`config.mk`:
```
export PLATFORM = sky130hd
export DESIGN_NAME = tmrg_ser8_tx
export DESIGN_NICKNAME = d
export VERILOG_FILES = /design/src/rtl/tmrg_ser8_tx_pkg.sv /design/src/rtl/tmrg_bit_delay8.sv /design/src/rtl/tmrg_ser8_tx.sv
export SDC_FILE = /design/constraint.sdc
export NUM_CORES = 1
export LEC_CHECK = 0
export BUFFER_PORTS_ARGS = -buffer_cell sky130_fd_sc_hd__buf_2
export CORE_AREA = 5 5 60 73
export CTS_CLUSTER_SIZE = 30
export DETAILED_ROUTE_END_ITERATION = 10
export DIE_AREA = 0 0 65 78
export GPL_TIMING_DRIVEN = 1
export PLACE_DENSITY_LB_ADDON = 0.2
export SLEW_MARGIN = 20
export SYNTH_ARGS = -nofsm -noshare
export SYNTH_HDL_FRONTEND = slang
export SYNTH_HIERARCHICAL = 1
export SYNTH_SLANG_ARGS = --single-unit
export TNS_END_PERCENT = 10
```
`constraint.sdc`:
```
create_clock -name clk -period 2.91 [get_ports clk]
set_input_delay 0.291 -clock clk [delete_from_list [all_inputs] [get_ports clk]]
set_output_delay 0.291 -clock clk [all_outputs]
set_load 0.005 [all_outputs]
```
`src/rtl/tmrg_ser8_tx_pkg.sv`:
```
// Shared definitions for the 8-bit serial link (transmitter and receiver).
// The PRBS7 constants are consumed only when TMRG_SER8_TX_PRBS_EN is defined.
package tmrg_ser8_tx_pkg;

  typedef logic [7:0] word_t;

  localparam word_t      IDLE_WORD_DEF = 8'hBC;

  // PRBS7, x^7 + x^6 + 1: feedback from stages 7 and 6
  localparam logic [6:0] PRBS7_SEED    = 7'h7F;
  localparam logic [6:0] PRBS7_TAPS    = 7'b110_0000;

  function automatic logic [6:0] prbs7_next(input logic [6:0] s);
    return {s[5:0], ^(s & PRBS7_TAPS)};
  endfunction

endpackage

```
`src/rtl/tmrg_bit_delay8.sv`:
```
// Programmable 0..7 clock delay of a single bit.
// sel = 0 passes din straight through; sel = k returns din from k clocks ago.
// Seven register stages cover the full range: the longest delay (7) is dly[6],
// so an eighth stage would never be tapped.
module tmrg_bit_delay8 (
  input  logic       clk,
  input  logic       rstn,
  input  logic       din,
  input  logic [2:0] sel,
  output logic       dout
);

  logic [6:0] dly;

  // shift history of din, newest bit in dly[0]
  always_ff @(posedge clk or negedge rstn) begin
    if (!rstn) dly <= '0;
    else       dly <= {dly[5:0], din};
  end

  assign dout = (sel == 3'd0) ? din : dly[sel - 3'd1];

endmodule

```
`src/rtl/tmrg_ser8_tx.sv`:
```
// Word-to-serial transmitter: 8-bit words in on valid/ready, MSB-first serial
// out with a programmable 0..7 bit skew and an idle word when nothing is offered.
// Registers are written single-copy; the tmrg flow triplicates all state
// (default triplicate) when the hardened netlist is generated.
// Optional build macro TMRG_SER8_TX_PRBS_EN adds a prbs_mode input that swaps
// the data path for a free-running PRBS7 source.
module tmrg_ser8_tx
  import tmrg_ser8_tx_pkg::*;
#(
  parameter word_t IDLE_WORD = IDLE_WORD_DEF,
  parameter int    CNT_W     = 8
) (
  input  logic             clk,
  input  logic             rstn,
  input  logic [7:0]       in_data,
  input  logic             in_valid,
  output logic             in_ready,
  input  logic [2:0]       phase_shift,
  output logic             sout,
  output logic             frame,
  output logic [CNT_W-1:0] idle_cnt,
`ifdef TMRG_SER8_TX_PRBS_EN
  input  logic             prbs_mode,
`endif
  input  logic             idle_clr
);

  logic [2:0] bitcnt;
  word_t      shreg;
  logic [2:0] phase_q;
  logic       raw;
  logic       frame_raw;
  logic       boundary;
  logic       prbs_on;
  logic       take;
  logic       idle_ins;

`ifdef TMRG_SER8_TX_PRBS_EN
  logic [6:0] lfsr;

  // free-running PRBS7 generator
  always_ff @(posedge clk or negedge rstn) begin
    if (!rstn) lfsr <= PRBS7_SEED;
    else       lfsr <= prbs7_next(lfsr);
  end

  assign prbs_on = prbs_mode;
  assign raw     = prbs_mode ? lfsr[6] : shreg[7];
`else
  assign prbs_on = 1'b0;
  assign raw     = shreg[7];
`endif

  // in_ready depends on the bit counter only, never on in_valid
  assign boundary  = (bitcnt == 3'd7);
  assign in_ready  = boundary & ~prbs_on;
  assign take      = in_ready & in_valid;
  assign idle_ins  = in_ready & ~in_valid;
  assign frame_raw = (bitcnt == 3'd0);

  // bit position within the current word
  always_ff @(posedge clk or negedge rstn) begin
    if (!rstn) bitcnt <= 3'd0;
    else       bitcnt <= bitcnt + 3'd1;
  end

  // word shifter: shift inside a word, reload at the boundary
  always_ff @(posedge clk or negedge rstn) begin
    if (!rstn)         shreg <= IDLE_WORD;
    else if (boundary) shreg <= take ? word_t'(in_data) : IDLE_WORD;
    else               shreg <= {shreg[6:0], 1'b0};
  end

  // skew is retimed only at word boundaries so a word is never torn mid-flight
  always_ff @(posedge clk or negedge rstn) begin
    if (!rstn)         phase_q <= 3'd0;
    else if (boundary) phase_q <= phase_shift;
  end

  // saturating idle-word counter, clear wins over increment
  always_ff @(posedge clk or negedge rstn) begin
    if (!rstn)                               idle_cnt <= '0;
    else if (idle_clr)                       idle_cnt <= '0;
    else if (idle_ins && (idle_cnt != '1))   idle_cnt <= idle_cnt + 1'b1;
  end

  tmrg_bit_delay8 u_dly_data (
    .clk  (clk),
    .rstn (rstn),
    .din  (raw),
    .sel  (phase_q),
    .dout (sout)
  );

  tmrg_bit_delay8 u_dly_frame (
    .clk  (clk),
    .rstn (rstn),
    .din  (frame_raw),
    .sel  (phase_q),
    .dout (frame)
  );

endmodule

```
==> impl_metrics.tcl <==
set metrics [dict create \
    fmax_mhz 445.6 \
    slowest_delay_ps 560 \
    dp_cells 182 \
    rr_startpoint "bitcnt[0]" \
    grt_max_degree 37 \
    fill_cells 323 \
    clkLatencyLatePin_ps 280 \
    status "finished clean" \
    die_y_um 78 \
    numCtsBuffers 5 \
    synth_top_family_by_area "simple AND/OR/NAND/NOR gates" \
    hold_path_class "primary input to async pin" \
    hold_viol_final 0 \
    layout_common_cells "dfrtp_1 (31), buf_2 (25), inv_1 (11), ha_1 (8), nor2_1 (7)" \
    regArea_um2 907.1 \
    synth_compound_area_share_pct 10.22 \
    rsz0062_at_grt "false" \
    ys_seq_elements 36 \
    fin_setup_tns_ps 0 \
    clk_pin_slew_worst_paths_ps 70 \
    cts_tree "built" \
    critPathSlowestCell "dfrtp_1" \
    nets 173 \
    io_pins 26 \
    die_x_um 65 \
    leakage_nw 0.9078 \
    slew_violations 0 \
    finalPower_uw 950.6 \
    dr.pass1.iters 4 \
    r2r_end "idle_cnt[7]" \
    crit_arrival_ps 1950 \
    synthDistinctLibCells 30 \
    cp_top_family "flip-flops" \
    final_core_util_pct 50.46 \
    grt_overflow 0 \
    crit_buf_inv 2 \
    dpl.hpwl_um 1976 \
    cp_data_required_time_ps 2620 \
    placeableCoreArea_um2 3573 \
    grt_pass1_vias 1041 \
    route.detailed.drc 0 \
    setup-violations-final 0 \
    fin_crit_sh_pct 77.13 \
    ys_seq_area_share_pct 58.80 \
    vias 1006 \
    skew_ps 3.031 \
    instances_no_fill 190 \
    drt_iter0_drc 14 \
    yosys.area_share.simple_pct 10.38 \
    layout-drive-gt1-share_pct 28.48 \
    start_kind "register" \
    synth_xor_area_share_pct 3.406 \
    post_cts_buffers 0 \
    via_per_inst 5.295 \
    grt_util_all_layers_pct 12.47 \
    ant_nets 0 \
    synth.area.mux_share_pct 7.543 \
    cts_root_buffer "clkbuf_8" \
    synth_warnings 6 \
    cts-htree-levels 2 \
    wl_per_cell_um 14.46 \
    antenna_cells 0 \
    max_slew_margin_pct 48.31 \
    initial_utilization_pct 43.17 \
    hold_buffers 0 \
    worstPathMaxFanout 9 \
    tightest_slew_ps 775.3 \
    min_period_ps 2244 \
    rows 24 \
    cp-startpoint "phase_q[0]" \
    ff2ff_setup_slack_ps 970 \
    syn_inst 120 \
    synth_fa_ha_area_share_pct 6.488 \
    peakVddDrop_v 0.0002746 \
    drv_cap 0 \
    post_cts_resized 0 \
    dieArea_um2 5070 \
    netlist_area_um2 1543 \
    endpoint "sout" \
    rr_worst_depth 6 \
    path_cells "inv_1 -> ha_1 -> mux4_1 -> nor2_1 -> o31ai_1 -> buf_2" \
    io_buffers 25 \
    grt_pass1_wl_um 4802 \
    syn2layout_area_growth_pct 16.87 \
    multi_input_area_um2 586.8 \
    crit_cells 6 \
    layout_commonest_cell "dfrtp_1" \
    crit_type "register to primary output" \
    power_density_nw_per_um2 527.2 \
    antenna_found_initial 0 \
    cts.sinks 36 \
    avgSynthCellArea_um2 12.86 \
    cp-end-kind "primary output" \
    drt_wl_total_um 2748 \
    holdWs_ps 82.67 \
    place_congestion 0.7790 \
    clockBufferDepth 2 \
    synth_nets 143 \
]
==> per-stage QoR <==
stage          instance area (um2)  setup slack, ps
2_1_floorplan                 1543             1224
3_3_place_gp                  1709             1007
3_5_place_dp                  1709            935.6
4_1_cts                       1803            611.9
5_1_grt                       1803            489.1
6_report                      1803            665.6
==> cell type report <==
type,instances,share of cell area [%]
Clock inverter,1,0.4164
Multi-Input combinational cell,71,32.55
Timing Repair Buffer,25,6.940
Sequential cell,36,50.31
Clock buffer,7,4.788
Tap cell,39,2.706
Inverter,11,2.290
==> how the worst min path moves through the flow <==
| stage | start | end | slack (ps) | cells past startpoint |
|---|---|---|---|---|
| 2_1_floorplan | rstn | bitcnt[0] | -5 | 0 |
| 3_3_place_gp | u_dly_frame/dly[2] | u_dly_frame/dly[3] | 360 | 0 |
| 3_5_place_dp | u_dly_data/dly[2] | u_dly_data/dly[3] | 350 | 0 |
| 4_1_cts | rstn | shreg[0] | 100 | 1 |
| 5_1_grt | rstn | shreg[6] | 150 | 1 |
| 6_report | rstn | shreg[6] | 80 | 1 |
==> Yosys cell counts <==
cell type / count / area [um2]
a211oi_1: 1 / 7.510
a21oi_1: 2 / 10.01
and2b_2: 1 / 8.760
and3_1: 4 / 25.02
buf_1: 1 / 3.750
clkbuf_1: 1 / 3.750
dfrtp_1: 31 / 775.7
dfstp_2: 5 / 131.4
ha_1: 8 / 100.1
inv_1: 11 / 41.29
mux2_2: 3 / 33.78
mux2i_1: 3 / 30.03
mux4_1: 2 / 52.55
nand2_1: 4 / 15.01
nand3_1: 3 / 15.01
nand3b_1: 2 / 15.01
nand4_1: 1 / 6.260
nand4_2: 1 / 12.51
nor2_1: 7 / 26.28
nor2b_1: 3 / 18.77
nor3_1: 1 / 5.000
o211a_1: 2 / 20.02
o211ai_1: 2 / 15.01
o211ai_4: 1 / 21.27
o21ai_0: 4 / 20.02
o21ai_1: 1 / 5.000
o22a_1: 5 / 43.79
o31ai_1: 2 / 15.01
or3_1: 2 / 12.51
xor2_1: 6 / 52.55
==> registers in the layout, indices dropped and copies added, names as in the netlist <==
register and count:
shreg 8, u_dly_frame/dly 7, phase_q 3, u_dly_data/dly 7, idle_cnt 8, bitcnt 3
==> cells by family (layout without fill, tap and decap cells) <==
family | Yosys count | in the layout
xor+xnor | 6 | 6
simple gates | 29 | 29
mux | 8 | 8
flops | 36 | 36
fa+ha+maj | 8 | 8
buf+inv | 13 | 44
compound gates | 20 | 20
==> where the power goes <==
group          internal (mW)  switching, mW  total [mW]
clock                  0.192          0.174       0.367
combinational         0.0300         0.0302      0.0601
sequential             0.515        0.00863       0.524
total                  0.738          0.213       0.951
==> metal layers <==
layer  GRT usage, %  vias up  routed length [um]
met5              0        -                   0
met4          6.977        0                  82
met3          4.335        9                 152
met2          18.83       28                1248
met1          15.46      490                1264
li1               -      479                   -
==> worst reg2reg max path: cells and delay by family (launching register included) <==
family          cells  cell delay [ps]
simple gates        2              620
compound gates      2              250
fa+ha+maj           2              640
flops               1              360
Power figures use the tool's default switching activity.
